<file path="src/rtl/vanity_result_uart_tx.sv">
// vanity_result_uart_tx: queues 64-bit match iteration counts and sends each
// one to the host as an 8N1 UART frame (SYNC_BYTE, then count bytes MSB first).
// Optional: define VANITY_TX_CHECKSUM_EN to append an XOR checksum byte of the
// eight count bytes, giving a 10-byte frame.
module vanity_result_uart_tx #(
  parameter int         BAUD_DIV  = 868,
  parameter int         FIFO_AW   = 2,
  parameter logic [7:0] SYNC_BYTE = 8'hA5
) (
  input  logic        clk,
  input  logic        reset,
  input  logic        rx_match,
  input  logic [63:0] rx_cnt,
  output logic        tx_serial,
  output logic        tx_busy,
  output logic [7:0]  tx_dropped
);

  localparam int               DEPTH    = 1 << FIFO_AW;
  localparam logic [FIFO_AW:0] FULL_OCC = {1'b1, {FIFO_AW{1'b0}}};
  localparam logic [15:0]      BIT_LAST = 16'(BAUD_DIV - 1);
`ifdef VANITY_TX_CHECKSUM_EN
  localparam logic [3:0]       LAST_BYTE = 4'd9;
`else
  localparam logic [3:0]       LAST_BYTE = 4'd8;
`endif

  typedef enum logic [2:0] {
    IDLE,
    LOAD,
    START,
    DATA,
    STOP
  } state_t;

  // Result FIFO storage and control
  logic [63:0]        fifo_mem [DEPTH];
  logic [FIFO_AW-1:0] wr_ptr_reg;
  logic [FIFO_AW-1:0] rd_ptr_reg;
  logic [FIFO_AW:0]   occ_reg;
  logic [7:0]         dropped_reg;
  logic [63:0]        head_word;

  // Serialiser state
  state_t      state_reg;
  logic [15:0] timer_reg;
  logic [2:0]  bit_idx_reg;
  logic [3:0]  byte_idx_reg;
  logic [7:0]  byte_reg;
  logic [63:0] shift_reg;
  logic [7:0]  next_byte;
  logic        tx_serial_reg;
  logic        tx_busy_reg;

  logic fifo_full;
  logic push;
  logic pop;
  logic bit_end;

  // Occupancy is the registered value, so a full FIFO refuses a strobe even
  // when the head is popped in the same cycle.
  assign fifo_full = (occ_reg == FULL_OCC);
  assign push      = rx_match && !fifo_full;
  assign pop       = (state_reg == LOAD);
  assign bit_end   = (timer_reg == BIT_LAST);
  assign head_word = fifo_mem[rd_ptr_reg];

`ifdef VANITY_TX_CHECKSUM_EN
  logic [7:0] head_bytes [8];
  logic [7:0] head_csum;
  logic [7:0] csum_reg;

  genvar gi;
  generate
    for (gi = 0; gi < 8; gi++) begin : g_head_bytes
      assign head_bytes[gi] = head_word[8*gi +: 8];
    end
  endgenerate

  // XOR of the eight count bytes of the head entry, captured during LOAD
  always_comb begin
    head_csum = 8'h00;
    for (int i = 0; i < 8; i++) begin
      head_csum = head_csum ^ head_bytes[i];
    end
  end

  // After the last count byte the checksum follows
  assign next_byte = (byte_idx_reg == 4'd8) ? csum_reg : shift_reg[63:56];
`else
  assign next_byte = shift_reg[63:56];
`endif

  // FIFO storage write; only on an accepted strobe so X on rx_cnt never lands
  always_ff @(posedge clk) begin
    if (push) begin
      fifo_mem[wr_ptr_reg] <= rx_cnt;
    end
  end

  // FIFO pointers, occupancy and saturating drop counter
  always_ff @(posedge clk) begin
    if (reset) begin
      wr_ptr_reg  <= '0;
      rd_ptr_reg  <= '0;
      occ_reg     <= '0;
      dropped_reg <= 8'h00;
    end else begin
      if (push) begin
        wr_ptr_reg <= wr_ptr_reg + 1'b1;
      end
      if (pop) begin
        rd_ptr_reg <= rd_ptr_reg + 1'b1;
      end
      case ({push, pop})
        2'b10:   occ_reg <= occ_reg + 1'b1;
        2'b01:   occ_reg <= occ_reg - 1'b1;
        default: occ_reg <= occ_reg;
      endcase
      if (rx_match && fifo_full && (dropped_reg != 8'hFF)) begin
        dropped_reg <= dropped_reg + 8'd1;
      end
    end
  end

  // Frame serialiser FSM with registered line output
  always_ff @(posedge clk) begin
    if (reset) begin
      state_reg     <= IDLE;
      timer_reg     <= 16'd0;
      bit_idx_reg   <= 3'd0;
      byte_idx_reg  <= 4'd0;
      byte_reg      <= 8'h00;
      shift_reg     <= 64'd0;
      tx_serial_reg <= 1'b1;
`ifdef VANITY_TX_CHECKSUM_EN
      csum_reg      <= 8'h00;
`endif
    end else begin
      case (state_reg)
        IDLE: begin
          timer_reg <= 16'd0;
          if (occ_reg != '0) begin
            state_reg <= LOAD;
          end
        end
        LOAD: begin
          shift_reg     <= head_word;
          byte_reg      <= SYNC_BYTE;
          byte_idx_reg  <= 4'd0;
          timer_reg     <= 16'd0;
          tx_serial_reg <= 1'b0;
`ifdef VANITY_TX_CHECKSUM_EN
          csum_reg      <= head_csum;
`endif
          state_reg     <= START;
        end
        START: begin
          if (bit_end) begin
            timer_reg     <= 16'd0;
            bit_idx_reg   <= 3'd0;
            tx_serial_reg <= byte_reg[0];
            state_reg     <= DATA;
          end else begin
            timer_reg <= timer_reg + 16'd1;
          end
        end
        DATA: begin
          if (bit_end) begin
            timer_reg <= 16'd0;
            if (bit_idx_reg == 3'd7) begin
              tx_serial_reg <= 1'b1;
              state_reg     <= STOP;
            end else begin
              // byte_reg shifts right so bit 1 is always the next one out
              bit_idx_reg   <= bit_idx_reg + 3'd1;
              tx_serial_reg <= byte_reg[1];
              byte_reg      <= {1'b0, byte_reg[7:1]};
            end
          end else begin
            timer_reg <= timer_reg + 16'd1;
          end
        end
        STOP: begin
          if (bit_end) begin
            timer_reg <= 16'd0;
            if (byte_idx_reg != LAST_BYTE) begin
              byte_idx_reg  <= byte_idx_reg + 4'd1;
              byte_reg      <= next_byte;
              shift_reg     <= {shift_reg[55:0], 8'h00};
              tx_serial_reg <= 1'b0;
              state_reg     <= START;
            end else begin
              state_reg <= IDLE;
            end
          end else begin
            timer_reg <= timer_reg + 16'd1;
          end
        end
        default: begin
          state_reg     <= IDLE;
          tx_serial_reg <= 1'b1;
        end
      endcase
    end
  end

  // Busy flag, one cycle behind the FIFO/FSM state it summarises
  always_ff @(posedge clk) begin
    if (reset) begin
      tx_busy_reg <= 1'b0;
    end else begin
      tx_busy_reg <= (occ_reg != '0) || (state_reg != IDLE);
    end
  end

  assign tx_serial  = tx_serial_reg;
  assign tx_busy    = tx_busy_reg;
  assign tx_dropped = dropped_reg;

endmodule

</file>
<file path="config.mk">
export PLATFORM = sky130hd
export DESIGN_NAME = vanity_result_uart_tx
export DESIGN_NICKNAME = d
export VERILOG_FILES = /design/src/rtl/vanity_result_uart_tx.sv
export SDC_FILE = /design/constraint.sdc
export NUM_CORES = 1
export LEC_CHECK = 0
export BUFFER_PORTS_ARGS = -buffer_cell sky130_fd_sc_hd__buf_2
export CORE_MARGIN = 10
export CORE_UTILIZATION = 40
export CTS_CLUSTER_DIAMETER = 80
export DETAILED_ROUTE_END_ITERATION = 6
export PLACE_DENSITY = 0.54
export SYNTH_ARGS = -nofsm -noshare
export SYNTH_HDL_FRONTEND = slang
export SYNTH_SLANG_ARGS = --single-unit
</file>
<file path="constraint.sdc">
create_clock -name clk -period 3.7 [get_ports clk]
set_input_delay 0.555 -clock clk [delete_from_list [all_inputs] [get_ports clk]]
set_output_delay 0.555 -clock clk [all_outputs]
set_load 0.05 [all_outputs]
</file>
### Word level (Yosys, flattened, before mapping)

Memory sizes are Yosys's and may differ from the RTL's. A register that Yosys moved wholly into a read port is not among the register bits.
Cells that the tools add are included.
Widths: inputs -> output; s select.

| storage, ports and cells | value |
|---|---|
| bits in registers | 115 |
| latch bits | 0 |
| RAM bits | 256 |
| ROM bits | 0 |
| output and inout bits | 10 |
| word-level logic and storage cells | 95 |
| memories kept | 1 |

Memories:

| name | depth | bits a word | rd ports | clocked after memory_dff | write ports | RTL line | text |
|---|---|---|---|---|---|---|---|
| fifo_mem | 4 | 64 | 1 | 1 | 1 | 37 | `logic [63:0] fifo_mem [DEPTH];` |

| operators by class | value |
|---|---|
| add/subtract/negate cells | 8 |
| multiply operators | 0 |
| div/mod/pow operators | 0 |
| magnitude comparators | 0 |
| eq/ne operators | 18 |
| shift-type cells | 0 |
| multiplexer cells | 35 |
| bitwise operators | 1 |
| reduce and logical (&&, ||, !) cells | 20 |

Operator list:

| operator | number |
|---|---|
| $mux 64 | 2 |
| $pmux 64 s2 | 1 |
| $mux 8 | 4 |
| $pmux 16 s2 | 1 |
| $mux 3 | 8 |
| $pmux 8 s3 | 1 |
| $add 16x1->16 const B | 1 |
| $eq 16x10->1 const B | 1 |
| $mux 16 | 1 |
| $pmux 3 s5 | 1 |
| $reduce_and 5->1 | 3 |
| $ne 2x2->1 const B | 7 |
| $pmux 3 s2 | 2 |
| $eq 3x3->1 const B | 3 |
| $reduce_bool 3->1 | 3 |
| $add 8x1->8 const B | 1 |
| $mux 4 | 2 |
| $ne 8x8->1 const B | 1 |
| $pmux 4 s2 | 1 |
| $reduce_bool 2->1 | 4 |
| $mux 1 | 7 |
| $add 3x1->3 const B | 2 |
| $eq 3x2->1 const B | 2 |
| $mux 2 | 3 |
| other kinds (17) | 20 |

### Logic depth before layout (Yosys ltp)

| logic depth | value |
|---|---|
| depth in word-level cells | 5 |
| gate-level depth with buffers | 9 |
| mapped depth without buffers | 9 |

### Worst setup path before layout

No wires, ideal clock.

| timing | value |
|---|---|
| kind | input -> register |
| start | input rx_match |
| end | memory fifo_mem[0][0] (enable) |
| library setup time | 0.429 ns |
| data arrival time | 2.536 ns |
| setup slack | 0.735 ns |
| stages on the path | 2 |
| path buffers | 0 |
| cells stage by stage | a21boi_0 > and2_1 |

| between the ends | value |
|---|---|
| longest elaborated chain between the ends | 3 |

RTL lines:

| what | RTL line | text |
|---|---|---|
| start: declaration | 12 | `input logic rx_match,` |
| $logic_and 1x1->1 | 63 | `assign push = rx_match && !fifo_full;` |
| $mux 1 | 96 | `if (push) begin` |
| $mux 1 (not written as such) | 97 | `fifo_mem[wr_ptr_reg] <= rx_cnt;` |
| end: declaration | 37 |  |

Every way passes these cells.

### Worst setup path after layout

| timing | value |
|---|---|
| start | register timer_reg[2] |
| end | register shift_reg[9] |

| between the ends | value |
|---|---|
| longest elaborated chain between the ends | 3 |

RTL lines:

| what | RTL line | text |
|---|---|---|
| start: declaration | 46 | `logic [15:0] timer_reg;` |
| start signal: assignment | 165 | `timer_reg <= timer_reg + 16'd1;` |
| start signal: assignment | 181 | `timer_reg <= timer_reg + 16'd1;` |
| start signal: assignment | 197 | `timer_reg <= timer_reg + 16'd1;` |
| $eq 16x10->1 | 65 | `assign bit_end = (timer_reg == BIT_LAST);` |
| $ne 2x2->1 (no line) | n/a |  |
| $reduce_and 3->1 (no line) | n/a |  |
| end signal: assignment | 148 | `shift_reg <= head_word;` |
| end signal: assignment | 190 | `shift_reg <= {shift_reg[55:0], 8'h00};` |
| end: declaration | 50 | `logic [63:0] shift_reg;` |

Every way passes these cells.
A chain may end at the register's enable or synchronous reset.

==> metrics <==
status complete, no violations; RSZ-0062 raised after global routing no; Final setup viols 0; total of max-cap violations 0; DRC 0; Worst setup EP type flop; Clock Pin Slew Worst Setup and Hold Paths 0.06 ns; P&R area growth vs syn 15.7%; slowest cell on the critical path or4_4; met2 wire length 14.0 mm; ys async rst share 0%; CP bufs+invs 1; gr ovfl total 0; initial core utilization 40.5%; worst vdd ir 440 µV; worst slew pin tran 0.903 ns; Cell Rows 69; Mapped Area 14,400 µm²; Crit path largest cell delay 0.59 ns; initial antenna violation count 5; Vert. Die Dim 210 µm; vias per inst 5.29; DRT Pass-1 Iters 6; vias in the first global route 8,466; Pleak 5.51 nW; Die Span X 210 µm; Period Utilization, post-route 75.1%; sequential area share after synthesis 69.6%; Largest register FFs 256; Crit path top cell by count or4_4; largest net degree at the start of global routing 80; Clock Skews 0.00760 ns; CP required 4.13 ns; hold depth 1; Met1 Wirelength 13.9 mm; DR iter-0 viols 620; cts hold-fix bufs 0; Total Negative Setup Slacks 0 ns; die area 44,000 µm²; CTS tree yes; DRT Wirelength 29.9 mm; crit-path cells or4_4, or4_4, a211oi_4, buf_4, nor2_1, a311oi_1; multi-input logic area 4100 µm²; GP Congestion 0.763; RR Startpoint timer_reg[2]$_SDFFE_PP0P_; WP depth 6; Worst slew margin 39.3%; Synth area leaders edfxtp_1, dfxtp_1, mux4_2, nand2_1, a311oi_1; top-area cell type share of the netlist area 53.4%; top sig layer met5; final non-filler cell area 16,700 µm²; per-cell routed wire length 19.3 µm; io pins 77; dpl cell area 15,400 µm²; Clock Latency Late Sink 0.54 ns; Yosys reg bits 373; Layout fillers 3,157; crit path kind reg2reg; arrival time worst endpoint 3.21 ns; root buf cell clkbuf_16; cell count after synthesis 972; Final #Nets 1,131; critical path startpoint category flop; hold crit path type in2reg; min cycle time layout 2.78 ns; ys flop type edfxtp_1; Power Density 675 nW/µm²; EDFF count, synth 256; synthesized area per cell 14.8 µm²; CTS Buf Count 41; Hold Vio Cnt, Final 0; critical path's top delay family simple AND/OR/NAND/NOR gates; Worst R2R Setup Slack 0.92 ns; CP Max Fanout 34; syn_nets 1,051; hpwl dp 17.7 mm; Sequential Area 10,000 µm²; Clock Sinks 373; fmax 0.360 GHz; CORE AREA 35,600 µm²; CP Launch Point timer_reg[2]$_SDFFE_PP0P_; # Post-CTS Setup Buffers 0; most common cell in the netlist edfxtp_1; DRT antenna net count 0; Worst setup endpoint shift_reg[9]$_SDFFE_PP0P_; number of I/O port buffers 76; synth warn 0; R2R depth 6; layout cells sized above 1 21.1%; Slew Viols, Final 0; reg2reg end shift_reg[9]$_SDFFE_PP0P_; via count 8,180; clk buf depth 3; synth unique cells 52; GRT Util Overall 13.7%; first-pass GRT wire length 48.2 mm; top post-synthesis cells by count edfxtp_1, nand2_1, dfxtp_1; WL met3 1.52 mm; Resized Gates After CTS 0; Yosys top cell by area edfxtp_1; H-tree depth 2
-- power by group --
part,switching (mW),internal [mW]
Clock,1.57,2.29
Sequential,0.330,5.04
Combinational,1.08,0.942
-- layout by cell type, fill, tap and decap left out, types with 9 or more instances in the layout --
master | Yosys | final
xor2_1 | 13 | 13
nor2_1 | 108 | 108
nand3_1 | 10 | 10
mux4_2 | 64 | 64
xnor2_1 | 9 | 9
a311oi_1 | 57 | 57
a21oi_1 | 17 | 17
edfxtp_1 | 256 | 256
nor3_1 | 11 | 11
buf_2 | 9 | 75
clkbuf_1 | 37 | 12
ha_1 | 11 | 11
dfxtp_1 | 117 | 115
a211oi_1 | 12 | 12
inv_1 | 13 | 13
nand2_1 | 134 | 133
buf_4 | 1 | 13
clkbuf_16 | 0 | 43
-- area by class of cell --
| cell class | instances | share of cell area [%] |
|---|---|---|
| Inverter | 13 | 0.293 |
| Multi-Input combinational cell | 528 | 24.6 |
| Clock inverter | 16 | 0.623 |
| Antenna cell | 1 | 0.0150 |
| Clock buffer | 60 | 7.10 |
| Timing Repair Buffer | 95 | 3.68 |
| Sequential cell | 373 | 60.2 |
| Tap cell | 461 | 3.46 |
-- stage by stage --
stage               utilization, %  hold slack [ns]  setup WS, ns  total power, mW  instances
global route                  46.8            0.201         0.787             11.9       1546
floorplan                        -            0.436         0.735             6.90        972
CTS                           46.8            0.193         0.960             11.4       1546
detailed placement            43.2            0.451         0.985             7.53       1470
global placement              43.2            0.442          1.08             7.50       1470
finish                        46.9            0.225         0.922             11.2       1547
-- cell families (layout without fill, tap and decap cells) --
family / after synthesis / after routing / share of synthesized area, %
simple gates: 299 / 299 / 8.79
xor+xnor: 22 / 22 / 1.34
mux: 67 / 67 / 10.2
other cells: 0 / 1 / 0
flops: 373 / 373 / 69.6
buf+inv: 71 / 184 / 2.06
fa+ha+maj: 12 / 12 / 1.09
compound gates: 128 / 128 / 6.90
-- worst min path at each step --
stage                                            from                           to  slack [ns]
after CTS                                  rx_cnt[41]    fifo_mem[2][41]$_DFFE_PP_        0.19
final                                      rx_cnt[41]    fifo_mem[2][41]$_DFFE_PP_        0.22
after global placement    bit_idx_reg[2]$_SDFFE_PP0P_  bit_idx_reg[2]$_SDFFE_PP0P_        0.44
after global routing                       rx_cnt[37]    fifo_mem[2][37]$_DFFE_PP_        0.20
after floorplan           bit_idx_reg[1]$_SDFFE_PP0P_  bit_idx_reg[1]$_SDFFE_PP0P_        0.44
after detailed placement  bit_idx_reg[1]$_SDFFE_PP0P_  bit_idx_reg[1]$_SDFFE_PP0P_        0.45
-- metal layers --
metal	vias up	GRT usage [%]
li1	3884	-
met1	4093	18.3
met2	146	21.4
met3	49	4.07
met4	8	3.15
met5	-	0
(Power assumes the default switching activity.)
